[config.mk]
export PLATFORM = sky130hd
export DESIGN_NAME = qpsk_symbol_sched_flat
export DESIGN_NICKNAME = d
export VERILOG_FILES = /design/src/rtl/sdr_pkg.sv /design/src/rtl/qpsk_symbol_sched_if.sv /design/src/rtl/sym_timer.sv /design/src/rtl/qpsk_symbol_sched.sv /design/src/flat_wrapper.sv
export SDC_FILE = /design/constraint.sdc
export NUM_CORES = 1
export LEC_CHECK = 0
export CORE_UTILIZATION = 55
export CTS_CLUSTER_DIAMETER = 80
export DETAILED_ROUTE_END_ITERATION = 8
export GPL_ROUTABILITY_DRIVEN = 1
export MAX_ROUTING_LAYER = met4
export PLACE_DENSITY = 0.89
export SLEW_MARGIN = 0
export SYNTH_ARGS = -nofsm -noshare
export SYNTH_HDL_FRONTEND = slang
export SYNTH_HIERARCHICAL = 1
export SYNTH_SLANG_ARGS = --single-unit
[constraint.sdc]
create_clock -name s_clk -period 2.99 [get_ports s_clk]
set_clock_uncertainty 0.05 [all_clocks]
set_input_delay 0.897 -clock s_clk [delete_from_list [all_inputs] [get_ports s_clk]]
set_output_delay 0.897 -clock s_clk [all_outputs]
set_load 0.005 [all_outputs]
[src/rtl/sdr_pkg.sv]
// sdr_pkg: shared scheduler state encoding and preamble symbols for the TX path
package sdr_pkg;
    typedef enum logic [2:0] {IDLE, PREAMBLE, PAYLOAD, DONE, ERR} sched_state_t;
    localparam logic [1:0] PREAMBLE_SYM_A = 2'b00;
    localparam logic [1:0] PREAMBLE_SYM_B = 2'b11;
endpackage

[src/rtl/qpsk_symbol_sched_if.sv]
// qpsk_symbol_sched_if: valid/ready payload byte stream into the symbol scheduler
interface qpsk_symbol_sched_if;
    logic [7:0] s_data;
    logic       s_valid;
    logic       s_ready;
    modport master(output s_data, s_valid, input s_ready);
    modport slave(input s_data, s_valid, output s_ready);
endinterface

[src/rtl/sym_timer.sv]
// sym_timer: counts SPS cycles per symbol and flags the first and last cycle of each
module sym_timer #(
    parameter int SPS = 64
) (
    input  logic s_clk,
    input  logic rst_n,
    input  logic en,
    output logic stb,
    output logic last_cycle
);
    localparam int W = $clog2(SPS);
    logic [W-1:0] sps_cnt;
    always_ff @(posedge s_clk or negedge rst_n)
        if (!rst_n) sps_cnt <= '0;
        else sps_cnt <= (en && !last_cycle) ? sps_cnt + W'(1) : '0;
    assign stb        = en && (sps_cnt == '0);
    assign last_cycle = en && (sps_cnt == W'(SPS - 1));
endmodule

[src/rtl/qpsk_symbol_sched.sv]
// qpsk_symbol_sched: frames payload bytes into a preamble + MSB-first dibit stream,
// each dibit held SPS cycles; an empty hold register at a byte boundary aborts the frame.
module qpsk_symbol_sched
    import sdr_pkg::*;
#(
    parameter int SPS          = 64,
    parameter int PREAMBLE_LEN = 16
) (
    input  logic                      s_clk,
    input  logic                      rst_n,
    input  logic                      i_start,
    input  logic [7:0]                i_len,
    qpsk_symbol_sched_if.slave        payload,
    output logic                      o_I,
    output logic                      o_Q,
    output logic                      o_sym_stb,
    output logic                      o_mod_en,
    output logic                      o_busy,
    output logic                      o_done,
    output logic                      o_err
);
    localparam int SW = $clog2(PREAMBLE_LEN > 4 ? PREAMBLE_LEN : 4);
    sched_state_t  state;
    logic [1:0]    dibit;
    logic [7:0]    shreg, hold, bytes_left, bytes_req;
    logic          hold_vld, last_cycle, hs, at_bound, load;
    logic [SW-1:0] sym_cnt;
    sym_timer #(.SPS(SPS)) u_timer (
        .s_clk(s_clk),
        .rst_n(rst_n),
        .en(o_mod_en),
        .stb(o_sym_stb),
        .last_cycle(last_cycle)
    );
    assign payload.s_ready = (state == PREAMBLE || state == PAYLOAD) && !hold_vld && (bytes_req != 8'd0);
    assign hs       = payload.s_valid && payload.s_ready;
    // end of preamble and every 4th payload dibit are byte boundaries
    assign at_bound = last_cycle && ((state == PREAMBLE && sym_cnt == SW'(PREAMBLE_LEN - 1)) ||
                                     (state == PAYLOAD && sym_cnt == SW'(3)));
    assign load     = at_bound && (bytes_left != 8'd0) && hold_vld;
    assign o_busy   = state != IDLE;
    assign o_I      = dibit[1];
    assign o_Q      = dibit[0];
    always_ff @(posedge s_clk or negedge rst_n) begin
        if (!rst_n) begin
            state      <= IDLE;
            o_mod_en   <= 1'b0;
            o_done     <= 1'b0;
            o_err      <= 1'b0;
            dibit      <= 2'b00;
            shreg      <= 8'd0;
            hold       <= 8'd0;
            hold_vld   <= 1'b0;
            bytes_left <= 8'd0;
            bytes_req  <= 8'd0;
            sym_cnt    <= '0;
        end else begin
            o_done <= 1'b0;
            o_err  <= 1'b0;
            if (hs) begin
                hold      <= payload.s_data;
                bytes_req <= bytes_req - 8'd1;
            end
            // a same-cycle handshake refills hold after the boundary load took the old byte
            hold_vld <= hs || (hold_vld && !load && state != ERR);
            case (state)
                IDLE: if (i_start) begin
                    state      <= PREAMBLE;
                    o_mod_en   <= 1'b1;
                    dibit      <= PREAMBLE_SYM_A;
                    sym_cnt    <= '0;
                    bytes_left <= i_len;
                    bytes_req  <= i_len;
                end
                PREAMBLE, PAYLOAD: if (last_cycle) begin
                    if (at_bound && bytes_left == 8'd0) begin
                        state    <= DONE;
                        o_done   <= 1'b1;
                        o_mod_en <= 1'b0;
                        dibit    <= 2'b00;
                    end else if (at_bound && !hold_vld) begin
                        state    <= ERR;
                        o_err    <= 1'b1;
                        o_mod_en <= 1'b0;
                        dibit    <= 2'b00;
                    end else if (at_bound) begin
                        state      <= PAYLOAD;
                        dibit      <= hold[7:6];
                        shreg      <= {hold[5:0], 2'b00};
                        sym_cnt    <= '0;
                        bytes_left <= bytes_left - 8'd1;
                    end else begin
                        sym_cnt <= sym_cnt + SW'(1);
                        dibit   <= (state == PREAMBLE) ? (sym_cnt[0] ? PREAMBLE_SYM_A : PREAMBLE_SYM_B) : shreg[7:6];
                        shreg   <= shreg << 2;
                    end
                end
                default: state <= IDLE;
            endcase
        end
    end
endmodule

[src/flat_wrapper.sv]
// flat-port wrapper written by rule: the top's interface ports become plain ports
module qpsk_symbol_sched_flat import sdr_pkg::*;
#(
    parameter int SPS          = 64,
    parameter int PREAMBLE_LEN = 16
)
  (s_clk, rst_n, i_start, i_len, o_I, o_Q, o_sym_stb, o_mod_en, o_busy, o_done, o_err, payload_s_data, payload_s_valid, payload_s_ready);
  qpsk_symbol_sched_if payload_i ();
  input  logic s_clk;
  input  logic rst_n;
  input  logic i_start;
  input  logic [7:0] i_len;
  output logic o_I;
  output logic o_Q;
  output logic o_sym_stb;
  output logic o_mod_en;
  output logic o_busy;
  output logic o_done;
  output logic o_err;
  input wire logic [$bits(payload_i.s_data)-1:0] payload_s_data;
  input wire logic [$bits(payload_i.s_valid)-1:0] payload_s_valid;
  output wire logic [$bits(payload_i.s_ready)-1:0] payload_s_ready;
  assign payload_i.s_data = payload_s_data;
  assign payload_i.s_valid = payload_s_valid;
  assign payload_s_ready = payload_i.s_ready;
  qpsk_symbol_sched #(.SPS(SPS), .PREAMBLE_LEN(PREAMBLE_LEN)) u_core (.s_clk(s_clk), .rst_n(rst_n), .i_start(i_start), .i_len(i_len), .payload(payload_i), .o_I(o_I), .o_Q(o_Q), .o_sym_stb(o_sym_stb), .o_mod_en(o_mod_en), .o_busy(o_busy), .o_done(o_done), .o_err(o_err));
endmodule
==> summary.md, run 1 <==
| Metric | Value |
|---|---|
| Flop pwr share | `between 60 and 70%` |
| Post-Route WL | `approximately 5400 um` |
| Max Fclk | `between 300 and 400 MHz` |
| Post-DP HPWL | `just under 4000 um` |
| Worst R2R Path Depth | `8` |
| Layout area overhead | `17.15%` |
| Drt drc | `2` |
| RD Place Congestion | `0.8356` |
| Syn avg cell area | `slightly below 10 um2` |
| Synth top area share | `roughly 47%` |
| Placed Area | `a little under 3000 um2` |
| Remaining Overflow, GRT | `0` |
| Largest net degree at the start of global routing | `50` |
| Setup TNS | `0 ps` |
| Leading post-synthesis cells by cell area | `dfrtp_1 (47%), nor2_1 (5.2%), mux2_2 (4.3%)` |
| # rows | `24` |
| Clk root buf | `clkbuf_8` |
| Vias in the first global route | `2060` |
| Bufs and invs on worst path | `2` |
| Clock Sink Count | `49` |
| Period utilization | `between 90% and 100%` |
| Worst-path cell chain | `inv_1 > ha_1 > nor3b_1 > a211oi_2 > nor2b_1 > clkdlybuf4s50_1` |
| Num CTS Buffers | `5` |
| Slew headroom | `about three fifths` |
| CP Data Required Time | `between 2000 and 2500 ps` |
| Hold Fails Final Rpt | `0` |
| Fin nets | `333` |
| Net Sw Power | `238.0 uW` |
| Family with the most delay on the worst path | `buffers and inverters` |
| Max Cap Viol | `0` |
| Top cell type by total area after synthesis | `dfrtp_1` |
| Overall power | `about 1100 uW` |
| Dpl cells | `349` |
| Sequential fraction of the synthesis area | `approximately 47%` |
| Pwr dens | `355.9 nW/um2` |
| Worst-margin pin slew | `~600 ps` |
| Final Setup Violations | `0` |
| Share of total power in the clock network | `34.1%` |
| First-pass GRT wire length | `just over 9000 um` |
| Share of layout cells above drive strength 1 | `approximately 14%` |
| R2R setup slack | `roughly 550 ps` |
| H-Tree Depth | `2` |
| Hold path depth | `1` |
| Top cells by count, synth | `dfrtp_1 (49), nor2_1 (36), a21oi_1 (22)` |
| Height of the die | `about 71 um` |
| GRT Total Usage | `24.22%` |
| Most common cell in the synthesized netlist | `dfrtp_1` |
| Tmin final | `2878 ps` |
| Share of flip-flops with an asynchronous set or reset | `100.0%` |
| Number of synthesized flops with an enable pin | `0` |
| Max VDD drop | `roughly 280 uV` |
| Port buffer count | `27` |
| Synth Register Bits | `49` |
| WP data arrival | `between 1500 and 2000 ps` |
| Failing checks | `design-rule violations` |
| Initial DRC count | `92` |
| Drt first pass iters | `6` |
| YS warnings | `6` |
| Crit start category | `flip-flop` |
| Slowest-stage cell, CP | `clkdlybuf4s50_1` |
| Design area | `a little over 3000 um2` |
| WL/cell | `14.99 um` |
| Post-route ant nets | `0` |
| Fin. max-slew vios | `0` |
| Number of distinct library cells after synthesis | `53` |
| Total number of vias | `approximately 2100` |
| Netlist Area Pre-Place | `2619 um2` |
| Clk_lat worst skew | `roughly 300 ps` |
| I/O pins | `28` |
| Mapped Cells | `272` |
| Crit path depth | `6` |
| CTS tree | `done` |
| Max Root-Sink Buffers | `2` |
| Hold_buf cts | `0` |
| Combinational power share | `4.6%` |
| Initial Util | `between 50% and 60%` |
| Reg clk slew, reported paths | `~80 ps` |
| Top_reg_cell synth | `dfrtp_1` |
| Max Fanout on Critical Path | `4` |
| Crit. End Element | `output pin` |
| Final Non-Filler Cells | `360` |
| Worst min path class | `reg -> reg` |
| Crit-path max cell delay | `500 ps` |
| N_diodes | `0` |
| Initial antenna violation count | `0` |
| Core area | `roughly 4500 um2` |
| Syn Nets | `298` |
| Crit Path Category | `reg -> out` |
| Via/cell ratio | `roughly 6` |
| Die W | `between 70 and 80 um` |
| Die area | `5041 um2` |
| Leakage | `about 0.0013 uW` |
| Switching Fraction | `between 20% and 30%` |
| P_int | `about 850 uW` |
| Status | `complete, but fails checks` |
power by group through the flow:
| stage | Sequential [uW] | Clock [uW] | Combinational [uW] |
|---|---|---|---|
| global placement | 681 | 0 | 50.7 |
| CTS | 668 | 384 | 51.6 |
| global route | 669 | 412 | 56.7 |
| finish | 669 | 372 | 50.7 |
| floorplan | 681 | 0 | 8.84 |
| detailed placement | 682 | 0 | 51.4 |
timing repair:
action,4_1_cts,5_1_grt
buffers inserted,1,2
resized for setup,0,1
pin swaps,1,0
setup endpoints to repair,1,1
endpoints found under the hold margin,0,0
final cells by class:
type / count / area [um2]
tap: 52 / 65.06
fill: 357 / 1406
multi-input combinational: 195 / 1271
clock buffer: 6 / 72.57
clock inverter: 2 / 10.01
sequential: 49 / 1226
timing repair buffer: 40 / 362.8
inverter: 16 / 60.06
per-stage QoR:
step	setup WS, ps	hold slack, ps	utilization, %
2_1_floorplan	728.7	418.4	-
3_3_place_gp	204.7	436.5	66.08
3_5_place_dp	115.7	437.7	66.08
4_1_cts	12.82	465.7	68.09
5_1_grt	-22.36	479.5	68.57
6_report	111.9	463.7	68.57
path summary, 6_finish.rpt:
check | startpoint | to
max in group asynchronous | rst_n | u_core/bytes_left[3]
hold / removal | u_core/u_timer/sps_cnt[0] | u_core/u_timer/sps_cnt[0]
setup / recovery | u_core/bytes_req[1] | payload_s_ready
min in group asynchronous | rst_n | u_core/u_timer/sps_cnt[0]
setup reg to reg | u_core/u_timer/sps_cnt[0] | u_core/sym_cnt[3]
hold reg to reg | u_core/u_timer/sps_cnt[0] | u_core/u_timer/sps_cnt[0]
layer usage:
layer  vias to the layer above  GRT usage (%)  wire length, um
li1                       1040              -                -
met1                      1047          30.49             2527
met5                         -              -                0
met3                        10          3.561              191
met4                         0          11.78               89
met2                        45          38.57             2589
placed cells by master, fill, tap and decap left out, drive strengths merged, types with 3 or more instances in the layout:
cell type      count
nor4               3
o22ai              3
or2                3
nor3               9
a21oi             24
o21ai             15
buf               14
clkdlybuf4s50     26
a31oi              3
nand2             15
mux2              10
a211oi             4
o22a               3
dfrtp             49
xor2               8
clkbuf             6
nor2              36
nand4              5
nand3              8
xnor2              3
ha                 6
nand2b             6
inv               16
state kept, by name (all words and copies together) (netlist names):
signal / count
u_core/sym_cnt: 4
u_core/hold_vld: 1
u_core/shreg: 6
u_core/state: 3
u_core/u_timer/sps_cnt: 6
u_core/o_mod_en: 1
u_core/bytes_req: 8
u_core/dibit: 2
u_core/bytes_left: 8
u_core/hold: 8
u_core/o_err: 1
u_core/o_done: 1
worst reg2reg max path: cells and delay by family (launching register included):
kind                       cells  cell delay (ps)
and+or+nand+nor                5             1430
DFF                            1              410
adders and majority gates      1              220
buffers and inverters          1              170
AOI/OAI and AO/OA              1              100
kinds of logic after synthesis:
family,after synthesis,synth area share (%)
AOI/OAI and AO/OA,68,17.82
xor gates and xnor gates,11,3.679
and+or+nand+nor,99,19.25
buffers and inverters,28,4.873
muxes,11,4.682
adders and majority gates,6,2.867
DFF,49,46.82
Note: power is estimated with default switching activity, not from simulation.
==> run 2: changes to the inputs <==
--- a/config.mk
+++ b/config.mk
@@ -5,6 +5,7 @@
 export SDC_FILE = /design/constraint.sdc
 export NUM_CORES = 1
 export LEC_CHECK = 0
+export CAP_MARGIN = 25
 export CORE_UTILIZATION = 55
 export CTS_CLUSTER_DIAMETER = 80
 export DETAILED_ROUTE_END_ITERATION = 8
==> results of run 2 <==
Final layout, timing and power as in run 1 (identical DEF).
